### config.mk
export PLATFORM = sky130hd
export DESIGN_NAME = multicycle_control
export DESIGN_NICKNAME = d
export VERILOG_FILES = /design/src/rtl/mc_ctrl_pkg.sv /design/src/rtl/mc_wait_timer.sv /design/src/rtl/multicycle_control.sv
export SDC_FILE = /design/constraint.sdc
export NUM_CORES = 1
export LEC_CHECK = 0
export CORE_MARGIN = 2
export CORE_UTILIZATION = 38
export CTS_BUF_LIST = sky130_fd_sc_hd__clkbuf_4 sky130_fd_sc_hd__clkbuf_8 sky130_fd_sc_hd__clkbuf_16
export DETAILED_ROUTE_END_ITERATION = 7
export GPL_TIMING_DRIVEN = 0
export PLACE_DENSITY = 0.73
export SYNTH_ARGS = -nofsm -noshare
export SYNTH_HDL_FRONTEND = slang
export SYNTH_SLANG_ARGS = --single-unit
### constraint.sdc
create_clock -name clk -period 1.7 [get_ports clk]
set_input_delay 0.425 -clock clk [delete_from_list [all_inputs] [get_ports clk]]
set_output_delay 0.425 -clock clk [all_outputs]
set_load 0.01 [all_outputs]
### src/rtl/mc_ctrl_pkg.sv
// rtl/mc_ctrl_pkg.sv - opcode, state and datapath-select encodings for multicycle_control
package mc_ctrl_pkg;

    localparam logic [5:0] OP_R     = 6'b000000;
    localparam logic [5:0] OP_LW    = 6'b100011;
    localparam logic [5:0] OP_SW    = 6'b101011;
    localparam logic [5:0] OP_BEQ   = 6'b000100;
    localparam logic [5:0] OP_BNE   = 6'b000101;
    localparam logic [5:0] OP_J     = 6'b000010;
    localparam logic [5:0] OP_ORI   = 6'b001101;
    localparam logic [5:0] OP_ADDIU = 6'b001001;

    localparam logic [3:0] S_IF   = 4'd0;
    localparam logic [3:0] S_ID   = 4'd1;
    localparam logic [3:0] S_MADR = 4'd2;
    localparam logic [3:0] S_MRD  = 4'd3;
    localparam logic [3:0] S_MWB  = 4'd4;
    localparam logic [3:0] S_MWR  = 4'd5;
    localparam logic [3:0] S_EXE  = 4'd6;
    localparam logic [3:0] S_RWB  = 4'd7;
    localparam logic [3:0] S_BR   = 4'd8;
    localparam logic [3:0] S_JMP  = 4'd9;
    localparam logic [3:0] S_IEXE = 4'd10;
    localparam logic [3:0] S_IWB  = 4'd11;

    localparam logic [2:0] ALU_ADD   = 3'b000;
    localparam logic [2:0] ALU_FUNCT = 3'b001;
    localparam logic [2:0] ALU_OR    = 3'b010;
    localparam logic [2:0] ALU_SUB   = 3'b100;

    localparam logic [1:0] SRCB_RT     = 2'b00;
    localparam logic [1:0] SRCB_FOUR   = 2'b01;
    localparam logic [1:0] SRCB_IMM    = 2'b10;
    localparam logic [1:0] SRCB_IMM_SH = 2'b11;

    localparam logic [1:0] PCSRC_ALU    = 2'b00;
    localparam logic [1:0] PCSRC_ALUOUT = 2'b01;
    localparam logic [1:0] PCSRC_JUMP   = 2'b10;

    // States that wait on the memory handshake and are covered by the timeout.
    function automatic logic is_wait_state(input logic [3:0] s);
        return (s == S_IF) || (s == S_MRD) || (s == S_MWR);
    endfunction

endpackage

### src/rtl/mc_wait_timer.sv
// rtl/mc_wait_timer.sv - memory wait counter with clear/enable and a timeout flag
module mc_wait_timer #(
    parameter int TIMEOUT = 16
) (
    input  logic clk,
    input  logic rst,
    input  logic clr,
    input  logic en,
    output logic timeout
);

    localparam int CW = (TIMEOUT > 2) ? $clog2(TIMEOUT) : 1;

    logic [CW-1:0] cnt;

    assign timeout = en && (cnt == CW'(TIMEOUT - 1));

    always_ff @(posedge clk) begin
        if (rst || clr || timeout) begin
            cnt <= '0;
        end else if (en) begin
            cnt <= cnt + 1'b1;
        end
    end

endmodule

### src/rtl/multicycle_control.sv
// rtl/multicycle_control.sv - multicycle MIPS control FSM; CTRL_BNE_EN adds bne via the BR state
module multicycle_control
    import mc_ctrl_pkg::*;
#(
    parameter int OP_W    = 6,
    parameter int ALUOP_W = 3,
    parameter int TIMEOUT = 16
) (
    input  logic               clk,
    input  logic               rst,
    input  logic [OP_W-1:0]    op,
    input  logic               mem_ready,
    output logic               PCWr,
    output logic               PCWrCond,
    output logic               IorD,
    output logic               IRWr,
    output logic               MemRead,
    output logic               MemWr,
    output logic               MemtoReg,
    output logic               RegWr,
    output logic               RegDst,
    output logic               ALUSrcA,
    output logic               Extop,
    output logic [1:0]         ALUSrcB,
    output logic [1:0]         PCSrc,
    output logic [ALUOP_W-1:0] ALUop,
    output logic               BrNe,
    output logic [3:0]         state,
    output logic               instr_done,
    output logic               illegal_op,
    output logic               mem_err
);

    logic [3:0] state_q;
    logic [3:0] next_state;
    logic       tmr_en;
    logic       tmo;
    logic [2:0] alu_code;

    logic is_r, is_lw, is_sw, is_beq, is_bne, is_j, is_ori, is_addiu;

    assign is_r     = (op == OP_W'(OP_R));
    assign is_lw    = (op == OP_W'(OP_LW));
    assign is_sw    = (op == OP_W'(OP_SW));
    assign is_beq   = (op == OP_W'(OP_BEQ));
    assign is_j     = (op == OP_W'(OP_J));
    assign is_ori   = (op == OP_W'(OP_ORI));
    assign is_addiu = (op == OP_W'(OP_ADDIU));
`ifdef CTRL_BNE_EN
    assign is_bne   = (op == OP_W'(OP_BNE));
`else
    assign is_bne   = 1'b0;
`endif

    assign state  = state_q;
    assign tmr_en = is_wait_state(state_q) && !mem_ready;

    mc_wait_timer #(
        .TIMEOUT (TIMEOUT)
    ) u_wait_timer (
        .clk     (clk),
        .rst     (rst),
        .clr     (!tmr_en),
        .en      (tmr_en),
        .timeout (tmo)
    );

    always_comb begin
        next_state = S_IF;
        case (state_q)
            S_IF:   next_state = mem_ready ? S_ID : S_IF;
            S_ID: begin
                if (is_lw || is_sw)            next_state = S_MADR;
                else if (is_r)                 next_state = S_EXE;
                else if (is_beq || is_bne)     next_state = S_BR;
                else if (is_j)                 next_state = S_JMP;
                else if (is_ori || is_addiu)   next_state = S_IEXE;
                else                           next_state = S_IF;
            end
            S_MADR: next_state = is_lw ? S_MRD : (is_sw ? S_MWR : S_IF);
            // A timeout drops back to IF, which refetches the instruction.
            S_MRD:  next_state = mem_ready ? S_MWB : (tmo ? S_IF : S_MRD);
            S_MWR:  next_state = (mem_ready || tmo) ? S_IF : S_MWR;
            S_EXE:  next_state = S_RWB;
            S_IEXE: next_state = S_IWB;
            default: next_state = S_IF;
        endcase
    end

    always_ff @(posedge clk) begin
        if (rst) begin
            state_q <= S_IF;
        end else begin
            state_q <= next_state;
        end
    end

    always_comb begin
        PCWr       = 1'b0;
        PCWrCond   = 1'b0;
        IorD       = 1'b0;
        IRWr       = 1'b0;
        MemRead    = 1'b0;
        MemWr      = 1'b0;
        MemtoReg   = 1'b0;
        RegWr      = 1'b0;
        RegDst     = 1'b0;
        ALUSrcA    = 1'b0;
        Extop      = 1'b0;
        ALUSrcB    = SRCB_RT;
        PCSrc      = PCSRC_ALU;
        alu_code   = ALU_ADD;
        BrNe       = 1'b0;
        instr_done = 1'b0;
        illegal_op = 1'b0;
        mem_err    = 1'b0;
        if (!rst) begin
            case (state_q)
                S_IF: begin
                    MemRead = 1'b1;
                    ALUSrcB = SRCB_FOUR;
                    IRWr    = mem_ready;
                    PCWr    = mem_ready;
                    mem_err = tmo;
                end
                S_ID: begin
                    ALUSrcB    = SRCB_IMM_SH;
                    Extop      = 1'b1;
                    illegal_op = !(is_lw || is_sw || is_r || is_beq || is_bne
                                   || is_j || is_ori || is_addiu);
                end
                S_MADR: begin
                    ALUSrcA = 1'b1;
                    ALUSrcB = SRCB_IMM;
                    Extop   = 1'b1;
                end
                S_MRD: begin
                    MemRead = 1'b1;
                    IorD    = 1'b1;
                    mem_err = tmo;
                end
                S_MWB: begin
                    RegWr      = 1'b1;
                    MemtoReg   = 1'b1;
                    instr_done = 1'b1;
                end
                S_MWR: begin
                    MemWr      = 1'b1;
                    IorD       = 1'b1;
                    instr_done = mem_ready;
                    mem_err    = tmo;
                end
                S_EXE: begin
                    ALUSrcA  = 1'b1;
                    alu_code = ALU_FUNCT;
                end
                S_RWB: begin
                    RegWr      = 1'b1;
                    RegDst     = 1'b1;
                    instr_done = 1'b1;
                end
                S_BR: begin
                    ALUSrcA    = 1'b1;
                    alu_code   = ALU_SUB;
                    PCWrCond   = 1'b1;
                    PCSrc      = PCSRC_ALUOUT;
                    BrNe       = is_bne;
                    instr_done = 1'b1;
                end
                S_JMP: begin
                    PCWr       = 1'b1;
                    PCSrc      = PCSRC_JUMP;
                    instr_done = 1'b1;
                end
                S_IEXE: begin
                    ALUSrcA  = 1'b1;
                    ALUSrcB  = SRCB_IMM;
                    alu_code = is_ori ? ALU_OR : ALU_ADD;
                    Extop    = !is_ori;
                end
                S_IWB: begin
                    RegWr      = 1'b1;
                    instr_done = 1'b1;
                end
                default: ;
            endcase
        end
    end

    assign ALUop = ALUOP_W'(alu_code);

endmodule

==> results.md <==
Status:
- The flow ran to the end, but the final reports show violations.
- The checks that failed: negative setup slack.

Timing:
- Setup repair after global routing could not meet its margin everywhere.
- The worst path setup slack after routing is -0.343 ns.
- Setup violations remaining at the end of the flow were counted as 22.
- The number of pins exceeding their max-slew limit in the final report is 0.
- The final worst clock skew is 0.00594 ns.
- In the finished design, the share of the clock period the worst path needs comes to 120%.
- The fmax is 0.489 GHz.
- The final count of hold timing violations is 0.
- The total negative setup slack is -3.42 ns.
- The worst path in the final design needs a cycle of 2.04 ns, including I/O delays and setup.

Global routing:
- The maximum number of pins on one net before global-route repair is 11.
- The total congestion overflow is 0.
- The first global-routing pass estimated 5640 um of wire.
- The via count of the first global-routing pass is 1,154.
- The number of antenna violations at the first check in global routing was 0.
- Global routing consumed, over all layers together, 29.4% of the routing resources.

Die:
- The height of the die is 50.8 um.
- The number of top-level pins is 35.
- The die outline area is 0.00258 mm^2.
- The floorplan step defined a core boundary enclosing 0.00200 mm^2.
- The die extent in x is 50.8 um.
- The floorplan has 16 rows.
- The effective utilization at floorplan is 41.5%.

Power:
- The maximum ir drop on the vdd rail is 0.445 mV.
- The design draws 561 uW.
- The power per standard cell area is 318 mW/mm^2.
- The leakage component of the power is 0.000764 uW.

Place:
- The total cell area at the placement stage is 0.00122 mm^2.
- In this run, placement finished with an instance count of 182.
- Timing analysis after detailed placement gives a worst setup slack of -0.972 ns.
- The post-detailed-placement half-perimeter wirelength is 1870 um.
- At the end of routability-driven placement, the weighted congestion stood at 0.854.
- The number of buffer cells added on primary ports is 33.

Clocking:
- The later pin in the worst-skew pair is clocked with a latency of 0.26 ns.
- The clock passes through at most 2 buffers.
- The number of buffers inserted during clock tree synthesis is 3.
- Clock-pin slew was measured on the worst setup and hold paths at 0.06 ns.
- The number of clock sinks is 8.
- Buffers inserted to repair hold after CTS numbered 0.
- CTS built an H-tree with a depth of 1.
- TritonCTS built the clock tree.
- The tree is rooted in a sky130_fd_sc_hd__clkbuf_4.

Synth:
- Summed over its instances, the top area cell type makes up 19.3% of the synthesized netlist area.
- The top flip-flop cell by instance count after synthesis is sky130_fd_sc_hd__dfxtp_1.
- The top cell type by total area after synthesis is sky130_fd_sc_hd__dfxtp_1.
- The number of distinct library cell variants in the gate-level netlist after synthesis is 42.
- In the post-synthesis netlist, the biggest area contributors are sky130_fd_sc_hd__dfxtp_1, sky130_fd_sc_hd__nor2_1, sky130_fd_sc_hd__nor3_1.
- In this run, synthesis inferred 0 flip-flops with an integrated enable.
- In this run the cell area of the synthesized design comes to 831 um^2.
- The post-synthesis async set-or-reset flop share is 0%.
- The number of warnings reported in the yosys synthesis log is 0.
- The mean instance size in the synthesized netlist is 6.81 um^2.
- The cell count after synthesis is 122.
- Of the synthesized area, sequential elements account for 19.3%.
- The number of nets in the synthesized netlist is 132.
- After synthesis the netlist holds a flip-flop and latch count of 8.

Drt:
- The pre-antenna-repair detailed-routing pass consisted of 7 iterations.
- The antenna violation net count after detailed routing is 0.
- After detailed routing, the total wire length is 4730 um.
- The routed via count divided by cell count is 6.21.
- In the routed design, unresolved DRC markers number 0.
- Summing over every cut layer, the via total after detailed routing is 1,329.
- The average detailed-routed wire length per instance is 22.1 um.
- The number of violations reported at the end of detailed-routing iteration 0 is 61.

Critical path:
- STA puts the critical path data arrival time at 1.62 ns.
- The critical path class is flip-flop to output port.
- The worst setup path is launched from a flip-flop.
- In this design, the largest share of critical-path delay is due to buffers and inverters.
- STA puts the critical path data required time at 1.27 ns.
- STA classifies the critical path endpoint as an output port.
- Walking the worst path, the cells encountered are buf_4 -> buf_8 -> xor2_1 -> o21ai_2 -> nand2_1 -> nor2_1 -> buf_2.
- In this run the worst path has a maximum fanout of 6.
- The maximum single-stage delay on the critical path is 0.35 ns.
- The buffers plus inverters on the worst setup path is 3.
- The slowest stage of the critical path belongs to the cell sky130_fd_sc_hd__dfxtp_4.

Hold path:
- The tightest min-delay check is of the flip-flop to flip-flop type.

Layout:
- In the final design database the tool counted 199 nets.
- The layout-stage area growth over the synthesis result is 112%.
- The number of antenna diodes in the final layout is 0.
- The count of cells in the finished layout, fillers not included, comes to 214.
- In the final layout, the share of cells above drive strength 1 is 59.9%.
- With fillers left out, the area of the finished cells amounts to 0.00176 mm^2.
- The fill cell instance count of the final layout is 82.

Job:
- The number of max-capacitance violations reported is 0.
[sequential cells by signal (all words and copies together) (netlist names)]
signal            cells
u_wait_timer.cnt      4
state                 4
[synthesized netlist by cell type (2+ instances only)]
master and count:
sky130_fd_sc_hd__a211o_1 2, sky130_fd_sc_hd__a21oi_1 5, sky130_fd_sc_hd__a31oi_1 2, sky130_fd_sc_hd__and3_1 4, sky130_fd_sc_hd__buf_4 2, sky130_fd_sc_hd__buf_6 2
sky130_fd_sc_hd__clkbuf_1 8, sky130_fd_sc_hd__dfxtp_1 8, sky130_fd_sc_hd__inv_1 2, sky130_fd_sc_hd__nand2_1 7, sky130_fd_sc_hd__nand2b_1 5, sky130_fd_sc_hd__nand3_1 7
sky130_fd_sc_hd__nand3b_1 2, sky130_fd_sc_hd__nor2_1 17, sky130_fd_sc_hd__nor2b_1 4, sky130_fd_sc_hd__nor3_1 10, sky130_fd_sc_hd__nor4_1 3, sky130_fd_sc_hd__o21ai_0 2
sky130_fd_sc_hd__o21ai_1 2, sky130_fd_sc_hd__or2_1 2, sky130_fd_sc_hd__xnor2_1 2, sky130_fd_sc_hd__xor2_1 4
[placed cells by master, fill, tap and decap left out, drive strengths merged, types with 2 or more instances in the layout]
cell type	n
and3	4
nor4	3
dfxtp	8
a21boi	2
nand2b	5
a21oi	6
xnor2	2
a211o	2
nor3	10
xor2	4
clkdlybuf4s50	2
or2	2
nand3b	2
nand2	7
clkdlybuf4s15	5
buf	58
nand3	7
nor2	17
inv	2
dlygate4sd2	5
o21ai	4
nor2b	4
clkbuf	7
a31oi	2
[where the power goes]
part	internal [uW]	leakage, uW	switching, uW
Combinational	105	0.000682	111
Sequential	189	0.0000674	4.05
Clock	81.2	0.0000138	71.0
Total	375	0.000764	186
[metal layers]
| metal | GRT usage, % | vias to the layer above | wire length [um] |
|---|---|---|---|
| met3 | 6.55 | 32 | 412 |
| met1 | 34.7 | 624 | 1710 |
| met2 | 50.4 | 108 | 2350 |
| met4 | 13.1 | 0 | 260 |
| li1 | - | 565 | - |
| met5 | 0 | - | 0 |
[through the flow]
step | utilization (%) | hold WS [ns]
after global placement | 61.1 | 0.433
after CTS | 77.2 | 0.457
final | 88.1 | 0.509
after floorplan | - | 0.418
after detailed placement | 61.1 | 0.447
after global routing | 88.1 | 0.518
[worst reg2reg max path: stages (launching register included)]
cell and delay [ns]:
sky130_fd_sc_hd__dfxtp_4 0.35, sky130_fd_sc_hd__buf_4 0.16, sky130_fd_sc_hd__buf_8 0.14, sky130_fd_sc_hd__buf_4 0.14, sky130_fd_sc_hd__nor4b_2 0.30, sky130_fd_sc_hd__a22oi_1 0.11, sky130_fd_sc_hd__nand2b_1 0.22, sky130_fd_sc_hd__a31oi_1 0.24
[cells by family after synthesis]
family / Yosys count / share of synthesized area (%)
flip-flops: 8 / 19.3
other: 1 / 0.451
AO/OA/AOI/OAI: 23 / 18.8
AND/OR/NAND/NOR: 69 / 44.6
buffers and inverters: 14 / 9.04
adder cells (fa/ha/maj): 1 / 1.51
XOR/XNOR: 6 / 6.33
[area by class of cell]
type	instances	area (um^2)	share of cell area, %
well taps	27	33.8	1.92
plain buffers	9	130	7.38
flip-flops and latches	8	170	9.65
inverters	2	7.51	0.426
multi-input cells	100	846	48.0
clock buffers	3	22.5	1.28
repair buffers	65	553	31.4
[final timing paths]
check / from / to / slack (ns) / cells past startpoint
setup / recovery: state[2]$_SDFF_PP0_ / mem_err / -0.34 / 7
hold / removal: u_wait_timer.cnt[0]$_SDFFE_PP0P_ / u_wait_timer.cnt[0]$_SDFFE_PP0P_ / 0.51 / 1
setup reg to reg: state[2]$_SDFF_PP0_ / state[1]$_SDFF_PP0_ / -0.06 / 7
hold reg to reg: u_wait_timer.cnt[0]$_SDFFE_PP0P_ / u_wait_timer.cnt[0]$_SDFFE_PP0P_ / 0.51 / 1
[what timing repair did]
item / 4_1_cts / 5_1_grt
endpoints found under the hold margin: 0 / 0
endpoints found under the setup margin: 23 / 23
resized for setup: 167 / 30
pin swaps: 15 / 11
buffers inserted: 17 / 14
gates cloned: 2 / 1
Note: power is estimated with default switching activity, not from simulation.
